<file path="config.mk">
export PLATFORM = sky130hd
export DESIGN_NAME = collision_event_handler_flat
export DESIGN_NICKNAME = d
export VERILOG_FILES = /design/src/rtl/game_pkg.sv /design/src/rtl/collision_event_handler_if.sv /design/src/rtl/player_stats.sv /design/src/rtl/collision_event_handler.sv /design/src/flat_wrapper.sv
export SDC_FILE = /design/constraint.sdc
export NUM_CORES = 1
export LEC_CHECK = 0
export CORE_UTILIZATION = 57
export CTS_CLUSTER_SIZE = 10
export DETAILED_ROUTE_END_ITERATION = 7
export GPL_ROUTABILITY_DRIVEN = 0
export PLACE_DENSITY = 0.94
export SYNTH_ARGS = -nofsm -noshare
export SYNTH_HDL_FRONTEND = slang
export SYNTH_SLANG_ARGS = --single-unit
</file>
<file path="constraint.sdc">
create_clock -name clk -period 4.73 [get_ports clk]
set_input_delay 0.946 -clock clk [delete_from_list [all_inputs] [get_ports clk]]
set_output_delay 0.946 -clock clk [all_outputs]
set_load 0.03 [all_outputs]
</file>
<file path="src/rtl/game_pkg.sv">
// Shared types and default parameters for the collision event handler.
package game_pkg;

  typedef enum logic [1:0] {
    ST_IDLE = 2'd0,
    ST_PLAY = 2'd1,
    ST_OVER = 2'd2
  } game_state_t;

  typedef enum logic [1:0] {
    WIN_NONE = 2'b00,
    WIN_P1   = 2'b01,
    WIN_P2   = 2'b10,
    WIN_DRAW = 2'b11
  } winner_t;

  localparam int DEF_INIT_LIVES    = 3;
  localparam int DEF_MAX_LIVES     = 7;
  localparam int DEF_GOLD_MAX      = 255;
  localparam int DEF_INVULN_FRAMES = 60;

  localparam int LIVES_W = 3;
  localparam int GOLD_W  = 8;

  // Width needed to hold the immunity counter value 0..frames.
  function automatic int imm_width(input int frames);
    return (frames < 1) ? 1 : $clog2(frames + 1);
  endfunction

endpackage

</file>
<file path="src/rtl/collision_event_handler_if.sv">
// Event and status bundle between the game logic and the collision handler.
// Handshake: every event is a single-cycle pulse with no ready/backpressure;
// every status output is valid on every cycle (level semantics).
interface collision_event_handler_if;
  import game_pkg::*;

  logic                startOfFrame;
  logic                new_game;
  logic                death1;
  logic                death2;
  logic                more_gold1;
  logic                more_gold2;
  logic                more_life1;
  logic                more_life2;
  logic                tank1_mother2_collision;
  logic                tank2_mother1_collision;

  logic [LIVES_W-1:0]  lives1;
  logic [LIVES_W-1:0]  lives2;
  logic [GOLD_W-1:0]   gold1;
  logic [GOLD_W-1:0]   gold2;
  logic                invuln1;
  logic                invuln2;
  logic                playing;
  logic                game_over;
  logic [1:0]          winner;
  game_state_t         state_dbg;

  modport master (
    output startOfFrame, new_game, death1, death2, more_gold1, more_gold2,
           more_life1, more_life2, tank1_mother2_collision, tank2_mother1_collision,
    input  lives1, lives2, gold1, gold2, invuln1, invuln2, playing, game_over,
           winner, state_dbg
  );

  modport slave (
    input  startOfFrame, new_game, death1, death2, more_gold1, more_gold2,
           more_life1, more_life2, tank1_mother2_collision, tank2_mother1_collision,
    output lives1, lives2, gold1, gold2, invuln1, invuln2, playing, game_over,
           winner, state_dbg
  );

endinterface

</file>
<file path="src/rtl/player_stats.sv">
// Per-player pending event flags plus lives/gold/immunity counters.
// Flags collect pulses during a frame; counters update on startOfFrame.
module player_stats
  import game_pkg::*;
#(
  parameter int INIT_LIVES    = DEF_INIT_LIVES,
  parameter int MAX_LIVES     = DEF_MAX_LIVES,
  parameter int GOLD_MAX      = DEF_GOLD_MAX,
  parameter int INVULN_FRAMES = DEF_INVULN_FRAMES
) (
  input  logic               clk,
  input  logic               resetN,
  input  logic               clear,
  input  logic               active,
  input  logic               sof,
  input  logic               death,
  input  logic               more_gold,
  input  logic               more_life,
  input  logic               capture,
  output logic [LIVES_W-1:0] lives,
  output logic [GOLD_W-1:0]  gold,
  output logic               invuln,
  output logic               zero_next,
  output logic               capture_pend
);

  localparam int IMM_W = imm_width(INVULN_FRAMES);

  logic               pend_death, pend_gold, pend_life, pend_cap;
  logic [LIVES_W-1:0] lives_q, lives_nxt, after_death;
  logic [GOLD_W-1:0]  gold_q, gold_nxt;
  logic [IMM_W-1:0]   imm_q, imm_nxt;
  logic               death_hit;

  // Frame update: death first, then life (blocked if that death hit 0), gold saturating.
  always_comb begin
    death_hit   = pend_death && (imm_q == '0);
    after_death = lives_q;
    imm_nxt     = imm_q;
    if (death_hit) begin
      after_death = (lives_q == '0) ? '0 : lives_q - 1'b1;
      imm_nxt     = IMM_W'(INVULN_FRAMES);
    end else if (imm_q != '0) begin
      imm_nxt = imm_q - 1'b1;
    end
    lives_nxt = after_death;
    if (pend_life && !(death_hit && (after_death == '0)) &&
        (after_death < LIVES_W'(MAX_LIVES))) begin
      lives_nxt = after_death + 1'b1;
    end
    gold_nxt = gold_q;
    if (pend_gold && (gold_q < GOLD_W'(GOLD_MAX))) begin
      gold_nxt = gold_q + 1'b1;
    end
  end

  // Counters and sticky flags; a pulse on the startOfFrame cycle seeds the next frame.
  always_ff @(posedge clk) begin
    if (resetN || clear) begin
      lives_q    <= LIVES_W'(INIT_LIVES);
      gold_q     <= '0;
      imm_q      <= '0;
      pend_death <= 1'b0;
      pend_gold  <= 1'b0;
      pend_life  <= 1'b0;
      pend_cap   <= 1'b0;
    end else if (active) begin
      if (sof) begin
        lives_q    <= lives_nxt;
        gold_q     <= gold_nxt;
        imm_q      <= imm_nxt;
        pend_death <= death;
        pend_gold  <= more_gold;
        pend_life  <= more_life;
        pend_cap   <= capture;
      end else begin
        pend_death <= pend_death | death;
        pend_gold  <= pend_gold | more_gold;
        pend_life  <= pend_life | more_life;
        pend_cap   <= pend_cap | capture;
      end
    end
  end

  assign lives        = lives_q;
  assign gold         = gold_q;
  assign invuln       = (imm_q != '0);
  assign zero_next    = (lives_nxt == '0);
  assign capture_pend = pend_cap;

endmodule

</file>
<file path="src/rtl/collision_event_handler.sv">
// Game state machine: IDLE -> PLAY -> OVER with winner decision at frame boundaries.
module collision_event_handler
  import game_pkg::*;
#(
  parameter int INIT_LIVES    = DEF_INIT_LIVES,
  parameter int MAX_LIVES     = DEF_MAX_LIVES,
  parameter int GOLD_MAX      = DEF_GOLD_MAX,
  parameter int INVULN_FRAMES = DEF_INVULN_FRAMES
) (
  input logic                      clk,
  input logic                      resetN,
  collision_event_handler_if.slave bus
);

  game_state_t        state_q, state_d;
  winner_t            winner_q, winner_d;
  logic               clear_stats, active;
  logic               zero1, zero2, cap1, cap2, p1_lose, p2_lose;
  logic [LIVES_W-1:0] lives1_w, lives2_w;
  logic [GOLD_W-1:0]  gold1_w, gold2_w;
  logic               inv1_w, inv2_w;

  assign active  = (state_q == ST_PLAY);
  // Player 1 loses on its own last life or when player 2 reaches player 1's base.
  assign p1_lose = zero1 | cap2;
  assign p2_lose = zero2 | cap1;

  player_stats #(
    .INIT_LIVES(INIT_LIVES), .MAX_LIVES(MAX_LIVES),
    .GOLD_MAX(GOLD_MAX), .INVULN_FRAMES(INVULN_FRAMES)
  ) u_p1 (
    .clk(clk), .resetN(resetN), .clear(clear_stats), .active(active),
    .sof(bus.startOfFrame), .death(bus.death1), .more_gold(bus.more_gold1),
    .more_life(bus.more_life1), .capture(bus.tank1_mother2_collision),
    .lives(lives1_w), .gold(gold1_w), .invuln(inv1_w),
    .zero_next(zero1), .capture_pend(cap1)
  );

  player_stats #(
    .INIT_LIVES(INIT_LIVES), .MAX_LIVES(MAX_LIVES),
    .GOLD_MAX(GOLD_MAX), .INVULN_FRAMES(INVULN_FRAMES)
  ) u_p2 (
    .clk(clk), .resetN(resetN), .clear(clear_stats), .active(active),
    .sof(bus.startOfFrame), .death(bus.death2), .more_gold(bus.more_gold2),
    .more_life(bus.more_life2), .capture(bus.tank2_mother1_collision),
    .lives(lives2_w), .gold(gold2_w), .invuln(inv2_w),
    .zero_next(zero2), .capture_pend(cap2)
  );

  // Next-state and winner decode; new_game only matters outside PLAY.
  always_comb begin
    state_d     = state_q;
    winner_d    = winner_q;
    clear_stats = 1'b0;
    case (state_q)
      ST_IDLE, ST_OVER: begin
        if (bus.new_game) begin
          state_d     = ST_PLAY;
          winner_d    = WIN_NONE;
          clear_stats = 1'b1;
        end
      end
      ST_PLAY: begin
        if (bus.startOfFrame) begin
          if (p1_lose && p2_lose) begin
            state_d  = ST_OVER;
            winner_d = WIN_DRAW;
          end else if (p1_lose) begin
            state_d  = ST_OVER;
            winner_d = WIN_P2;
          end else if (p2_lose) begin
            state_d  = ST_OVER;
            winner_d = WIN_P1;
          end
        end
      end
      default: begin
        state_d  = ST_IDLE;
        winner_d = WIN_NONE;
      end
    endcase
  end

  // State and winner registers; reset overrides everything.
  always_ff @(posedge clk) begin
    if (resetN) begin
      state_q  <= ST_IDLE;
      winner_q <= WIN_NONE;
    end else begin
      state_q  <= state_d;
      winner_q <= winner_d;
    end
  end

  assign bus.lives1    = lives1_w;
  assign bus.lives2    = lives2_w;
  assign bus.gold1     = gold1_w;
  assign bus.gold2     = gold2_w;
  assign bus.invuln1   = inv1_w;
  assign bus.invuln2   = inv2_w;
  assign bus.playing   = (state_q == ST_PLAY);
  assign bus.game_over = (state_q == ST_OVER);
  assign bus.winner    = winner_q;
  assign bus.state_dbg = state_q;

endmodule

</file>
<file path="src/flat_wrapper.sv">
// flat-port wrapper written by rule: the top's interface ports become plain ports
module collision_event_handler_flat import game_pkg::*;
#(
  parameter int INIT_LIVES    = DEF_INIT_LIVES,
  parameter int MAX_LIVES     = DEF_MAX_LIVES,
  parameter int GOLD_MAX      = DEF_GOLD_MAX,
  parameter int INVULN_FRAMES = DEF_INVULN_FRAMES
)
  (clk, resetN, bus_startOfFrame, bus_new_game, bus_death1, bus_death2, bus_more_gold1, bus_more_gold2, bus_more_life1, bus_more_life2, bus_tank1_mother2_collision, bus_tank2_mother1_collision, bus_lives1, bus_lives2, bus_gold1, bus_gold2, bus_invuln1, bus_invuln2, bus_playing, bus_game_over, bus_winner, bus_state_dbg);
  collision_event_handler_if bus_i ();
  input logic clk;
  input logic resetN;
  input wire logic [$bits(bus_i.startOfFrame)-1:0] bus_startOfFrame;
  input wire logic [$bits(bus_i.new_game)-1:0] bus_new_game;
  input wire logic [$bits(bus_i.death1)-1:0] bus_death1;
  input wire logic [$bits(bus_i.death2)-1:0] bus_death2;
  input wire logic [$bits(bus_i.more_gold1)-1:0] bus_more_gold1;
  input wire logic [$bits(bus_i.more_gold2)-1:0] bus_more_gold2;
  input wire logic [$bits(bus_i.more_life1)-1:0] bus_more_life1;
  input wire logic [$bits(bus_i.more_life2)-1:0] bus_more_life2;
  input wire logic [$bits(bus_i.tank1_mother2_collision)-1:0] bus_tank1_mother2_collision;
  input wire logic [$bits(bus_i.tank2_mother1_collision)-1:0] bus_tank2_mother1_collision;
  output wire logic [$bits(bus_i.lives1)-1:0] bus_lives1;
  output wire logic [$bits(bus_i.lives2)-1:0] bus_lives2;
  output wire logic [$bits(bus_i.gold1)-1:0] bus_gold1;
  output wire logic [$bits(bus_i.gold2)-1:0] bus_gold2;
  output wire logic [$bits(bus_i.invuln1)-1:0] bus_invuln1;
  output wire logic [$bits(bus_i.invuln2)-1:0] bus_invuln2;
  output wire logic [$bits(bus_i.playing)-1:0] bus_playing;
  output wire logic [$bits(bus_i.game_over)-1:0] bus_game_over;
  output wire logic [$bits(bus_i.winner)-1:0] bus_winner;
  output wire logic [$bits(bus_i.state_dbg)-1:0] bus_state_dbg;
  assign bus_i.startOfFrame = bus_startOfFrame;
  assign bus_i.new_game = bus_new_game;
  assign bus_i.death1 = bus_death1;
  assign bus_i.death2 = bus_death2;
  assign bus_i.more_gold1 = bus_more_gold1;
  assign bus_i.more_gold2 = bus_more_gold2;
  assign bus_i.more_life1 = bus_more_life1;
  assign bus_i.more_life2 = bus_more_life2;
  assign bus_i.tank1_mother2_collision = bus_tank1_mother2_collision;
  assign bus_i.tank2_mother1_collision = bus_tank2_mother1_collision;
  assign bus_lives1 = bus_i.lives1;
  assign bus_lives2 = bus_i.lives2;
  assign bus_gold1 = bus_i.gold1;
  assign bus_gold2 = bus_i.gold2;
  assign bus_invuln1 = bus_i.invuln1;
  assign bus_invuln2 = bus_i.invuln2;
  assign bus_playing = bus_i.playing;
  assign bus_game_over = bus_i.game_over;
  assign bus_winner = bus_i.winner;
  assign bus_state_dbg = bus_i.state_dbg;
  collision_event_handler #(.INIT_LIVES(INIT_LIVES), .MAX_LIVES(MAX_LIVES), .GOLD_MAX(GOLD_MAX), .INVULN_FRAMES(INVULN_FRAMES)) u_core (.clk(clk), .resetN(resetN), .bus(bus_i));
endmodule
</file>
## Word-level counts from Yosys, hierarchy flattened

Cells that the tools add are included.
W data, S select, Z words.

- Output and inout bits: 30
- Logic and storage cells: 109
- Flip-flop bits (word level): 46
- Bits of input ports: 12

- Add/subtract/negate cells: 8
- Equality and inequality tests: 5
- Bitwise gates (word level): 10
- Mux-type cells: 32
- Reduce and logical (&&, ||, !) cells: 34
- Order comparisons: 4

Operators by type and width:

| kind | number |
|---|---|
| $mux W6 | 4 |
| $mux W2 | 10 |
| $logic_not A3 Y1 | 6 |
| $mux W3 | 6 |
| $add A8 B1 Y8 const B | 2 |
| $lt A8 B8 Y1 const B | 2 |
| $reduce_and A3 Y1 | 5 |
| $logic_not A6 Y1 | 2 |
| $reduce_bool A6 Y1 | 2 |
| $sub A6 B1 Y6 const B | 2 |
| $logic_and A1 B1 Y1 | 11 |
| $mux W1 | 10 |
| $or A1 B1 Y1 | 10 |
| $pmux W2 S2 | 2 |
| $add A3 B1 Y3 const B | 2 |
| $lt A3 B3 Y1 const B | 2 |
| $sub A3 B1 Y3 const B | 2 |
| $ne A2 B2 Y1 const B | 2 |
| $ne A4 B1 Y1 const B | 1 |
| $reduce_bool A2 Y1 | 2 |
| $eq A2 B1 Y1 const B | 1 |
| $eq A2 B2 Y1 const B | 1 |
| $logic_not A1 Y1 | 2 |
| $logic_not A2 Y1 | 1 |
| 3 further kinds | 3 |

## Depth between registers and ports, before layout

- Word-level depth: 16
- Depth in mapped cells: 15

## Hierarchy

A second synthesis with hierarchy kept.

- Cells, all modules: 327
- Area total of the unflattened synthesis: 2728.9 µm²

Modules (own cells, without submodules):

| module | times used | sequential area each (µm²) | cells each | area an instance (µm²) |
|---|---|---|---|---|
| player_stats at u_core.u_p1 | 1 | 420.4 | 157 | 1288.7 |
| player_stats at u_core.u_p2 | 1 | 420.4 | 148 | 1233.7 |
| collision_event_handler | 1 | 80.1 | 22 | 206.4 |

## Least setup slack after synthesis

Ideal clock, no wire load.

- Path kind: register to register
- From: register u_core.u_p2.imm_q[0]
- To: register u_core.state_q[0] (netlist: u_core.bus.state_dbg[0])
- Required time: 4.670 ns
- Path buffers: 1
- Slack: 1.821 ns
- Period minus slack after synthesis: 2.909 ns
- Arrival: 2.849 ns
- Cell stages (with the launch flop): 15
- Path through: dfxtp_1 > inv_1 > ha_1 > or4b_1 > buf_6 > nor3_2 > o21ai_0 > inv_1 > ha_1 > inv_1 > maj3_1 > o2bb2ai_1 > a311oi_2 > nor3b_2 > o221a_1

- Longest elaborated chain between the ends: 15

RTL lines:

| what | RTL line | RTL |
|---|---|---|
| from (decl) | player_stats.sv:32 | `logic [IMM_W-1:0] imm_q, imm_nxt;` |
| from (signal assigned) | player_stats.sv:71 | `imm_q <= imm_nxt;` |
| $logic_not A6 Y1 (*) | player_stats.sv:37 | `death_hit = pend_death && (imm_q == '0);` |
| $logic_and A1 B1 Y1 (*) | player_stats.sv:37 |  |
| parallel branches: the longest is 6 deep, another holds $lt A3 B3 Y1 | - |  |
| $mux W3 (*) | player_stats.sv:47 | `if (pend_life && !(death_hit && (after_death == '0)) &&` |
| $logic_not A3 Y1 (*) | player_stats.sv:88 | `assign zero_next = (lives_nxt == '0);` |
| $or A1 B1 Y1 (*) | collision_event_handler.sv:26 | `assign p2_lose = zero2 \| cap1;` |
| $logic_and A1 B1 Y1 | collision_event_handler.sv:65 | `if (p1_lose && p2_lose) begin` |
| $mux W2 | collision_event_handler.sv:65 |  |
| $mux W2 | collision_event_handler.sv:64 | `if (bus.startOfFrame) begin` |
| $pmux W2 S2 | collision_event_handler.sv:55 | `case (state_q)` |
| to (signal assigned) | collision_event_handler.sv:90 | `state_q <= state_d;` |
| to (decl) | collision_event_handler.sv:15 | `game_state_t state_q, state_d;` |

Mark *: on every way between the ends. The select of a mux whose other input is x is not followed.
A chain may end at the register's enable or synchronous reset.

## Worst setup path after layout

Same ends and word-level chain as after synthesis.

==> metrics.yaml <==
routing:
  met2WireLength_mm: 2.629
  wirelength_mm: 5.378
  drt_iter0_drc: 159
  ant_nets: 0
  vias_per_cell: 5.856
  topRoutingLayerUsed: "met4"
  drc: 0
  dr.pass1.iters: 5
  wl_met1_mm: 2.388
  vias: 2284
  routedWlPerCell_um: 13.79
  wl_met3_um: 280
placed_design:
  port_buffers: 41
  place_hpwl_mm: 3.832
cts:
  h-tree-depth: 2
  cts_root_buf: "clkbuf_8"
  clk_latency_ps: 290
  cts_setup_buffers: 0
  cts_resized: 0
  clk_pin_slew_worst_paths_ps: 90
  cts_tree: "built"
  holdBufCountCts: 0
  cts_buffers: 5
  cts_max_path_buffers: 2
  cts_sinks: 46
finish:
  layout_commonest_cell: "dfxtp_1"
  antennaDiodeCount: 0
  final_nets: 362
  layout_common_cells: "46 x dfxtp_1, 41 x nor2_1, 41 x clkdlybuf4s50_1, 28 x nand2_1, 21 x inv_1"
  area_growth_pct: 21.06
  fillers: 323
  drive_gt1_share_pct: 5.588
  fin_util_pct: 73.76
sta:
  setup_viol: 0
  rsz0062_at_grt: "false"
  setup_tns_ps: 0
  max_freq_mhz: 299.2
  period_needed_ps: 3342
  timing.final.crit_share_pct: 70.65
  maxSlewHeadroom_pct: 55.53
  worstMarginPinSlew_ps: 661.4
  slew_viol_final: 0
  fin_skew_ps: 10.48
  hold_viol_final: 0
critical_path:
  cp.arrival_ps: 3580
  worstSetupPathType: "register to register"
  critPathRequiredTime_ps: 4960
  cp-start-kind: "register"
  r2r_setup_slack_ps: 1390
  end_kind: "register"
  crit_fanout: 7
floorplanning:
  fp.dieH_um: 68.33
  rows: 23
  fp.dieArea_um2: 4668
  num_io_pins: 42
  start_util_pct: 60.93
  die_x_um: 68.33
  core_um2: 4115
global_routing:
  grt_max_degree: 39
  grt_pass1_vias: 2080
  grt_pass1_wl_mm: 8.659
  grt_remaining_overflow: 0
  grt_use_total_pct: 24.75
  antenna_found_initial: 0
synthesis:
  syn_nets: 324
  synth.area.top_cells: "dfxtp_1 37%, nor2_1 6.1%, ha_1 5.0%, xnor2_1 4.5%, nand2_1 4.2%"
  synthCells: 302
  yosysUniqueCellTypes: 57
  async_flop_share_pct: 0
  synth_edf_count: 0
  ys_seq_area_share_pct: 36.73
  syn_area_per_cell_um2: 8.303
  synth-seq-cells: 46
  synth_ff_type: "dfxtp_1"
  ys_warn_count: 0
  syn_area_um2: 2507
  synth_top_area_cell: "dfxtp_1"
  synth_top_cell_area_share_pct: 36.73
min_path:
  min_path_type: "register to register"
power_and_ir_drop:
  power_leakage_nw: 1.178
  power-per-cell-area_nw_per_um2: 266.3
  ir_drop_uv: 184.1
  p_total_mw: 0.8084
job:
  cap_violations: 0
outcome:
  status: "completed"
==> routing by layer <==
layer / vias to the layer above / track usage (%)
li1: 1129 / -
met1: 1072 / 28.41
met2: 75 / 44.00
met3: 8 / 4.667
met4: 0 / 10.94
met5: - / 0
==> state kept, by name (all words and copies together), names as in the netlist <==
signal and cells:
u_core.bus.state_dbg 2, u_core.bus.winner 2, u_core.u_p1.capture_pend 1, u_core.u_p1.gold 8, u_core.u_p1.imm_q 6, u_core.u_p1.lives 3, u_core.u_p1.pend_death 1, u_core.u_p1.pend_gold 1
u_core.u_p1.pend_life 1, u_core.u_p2.capture_pend 1, u_core.u_p2.gold 8, u_core.u_p2.imm_q 6, u_core.u_p2.lives 3, u_core.u_p2.pend_death 1, u_core.u_p2.pend_gold 1, u_core.u_p2.pend_life 1
==> cells in the mapped netlist (all sizes together) (6+ instances only) <==
cell and n:
dfxtp 46, xor2 10, nor3 10, nand3 7, xnor2 13, or3 6, a21oi 20, ha 10
nor2 41, nand2 28, clkbuf 10, inv 21, o21ai 11, a22oi 8
==> per-stage QoR <==
stage	hold WS, ps	setup slack [ps]	instance area (um2)	cells
after global placement	454.3	1595	2923	383
after detailed placement	466.3	1449	2923	383
after global routing	491.4	1194	3035	390
after floorplan	465.3	1821	2507	302
after CTS	477.6	1415	3035	390
final	479.1	1388	3035	390
==> kinds of logic (layout without fill, tap and decap cells) <==
logic type	Yosys count	count (layout)	synth area share [%]
simple gates	119	119	23.35
compound gates	66	66	18.81
buf+inv	33	71	6.038
fa+ha+maj	11	11	5.389
xor+xnor	23	23	8.034
flops	46	46	36.73
mux	4	4	1.647
==> power breakdown <==
group | internal [mW] | total (mW) | switching, mW
clock | 0.169 | 0.292 | 0.123
sequential | 0.395 | 0.404 | 0.00986
combinational | 0.0463 | 0.112 | 0.0653
total | 0.610 | 0.808 | 0.199
==> area by class of cell <==
class	count	area [um2]	share of cell area, %
clock buffer	6	82.58	2.721
clock inverter	1	30.03	0.9893
inverter	21	78.83	2.597
multi-input combinational	223	1435	47.28
sequential	46	920.9	30.34
tap	50	62.56	2.061
timing repair buffer	43	425.4	14.01
==> critical path: stages (launching register included) <==
cell       delay, ps
dfxtp_1          330
inv_1             80
ha_1             140
or4b_1           590
nor3_2           330
o21ai_0          190
inv_1            100
ha_1             170
inv_1             60
maj3_1           360
o2bb2ai_1        140
a311oi_2         330
nor3b_2          260
o221a_1          200
==> worst paths after layout <==
| check | from | cells after the start | end |
|---|---|---|---|
| hold / removal | u_core.bus.winner[1]$_SDFFE_PP0P_ | 2 | u_core.bus.winner[1]$_SDFFE_PP0P_ |
| setup reg to reg | u_core.u_p2.imm_q[0]$_SDFFE_PP0P_ | 13 | u_core.bus.state_dbg[0]$_SDFFE_PP0P_ |
| setup / recovery | u_core.u_p2.imm_q[0]$_SDFFE_PP0P_ | 13 | u_core.bus.state_dbg[0]$_SDFFE_PP0P_ |
| hold reg to reg | u_core.bus.winner[1]$_SDFFE_PP0P_ | 2 | u_core.bus.winner[1]$_SDFFE_PP0P_ |
Note: power is estimated with default switching activity, not from simulation.
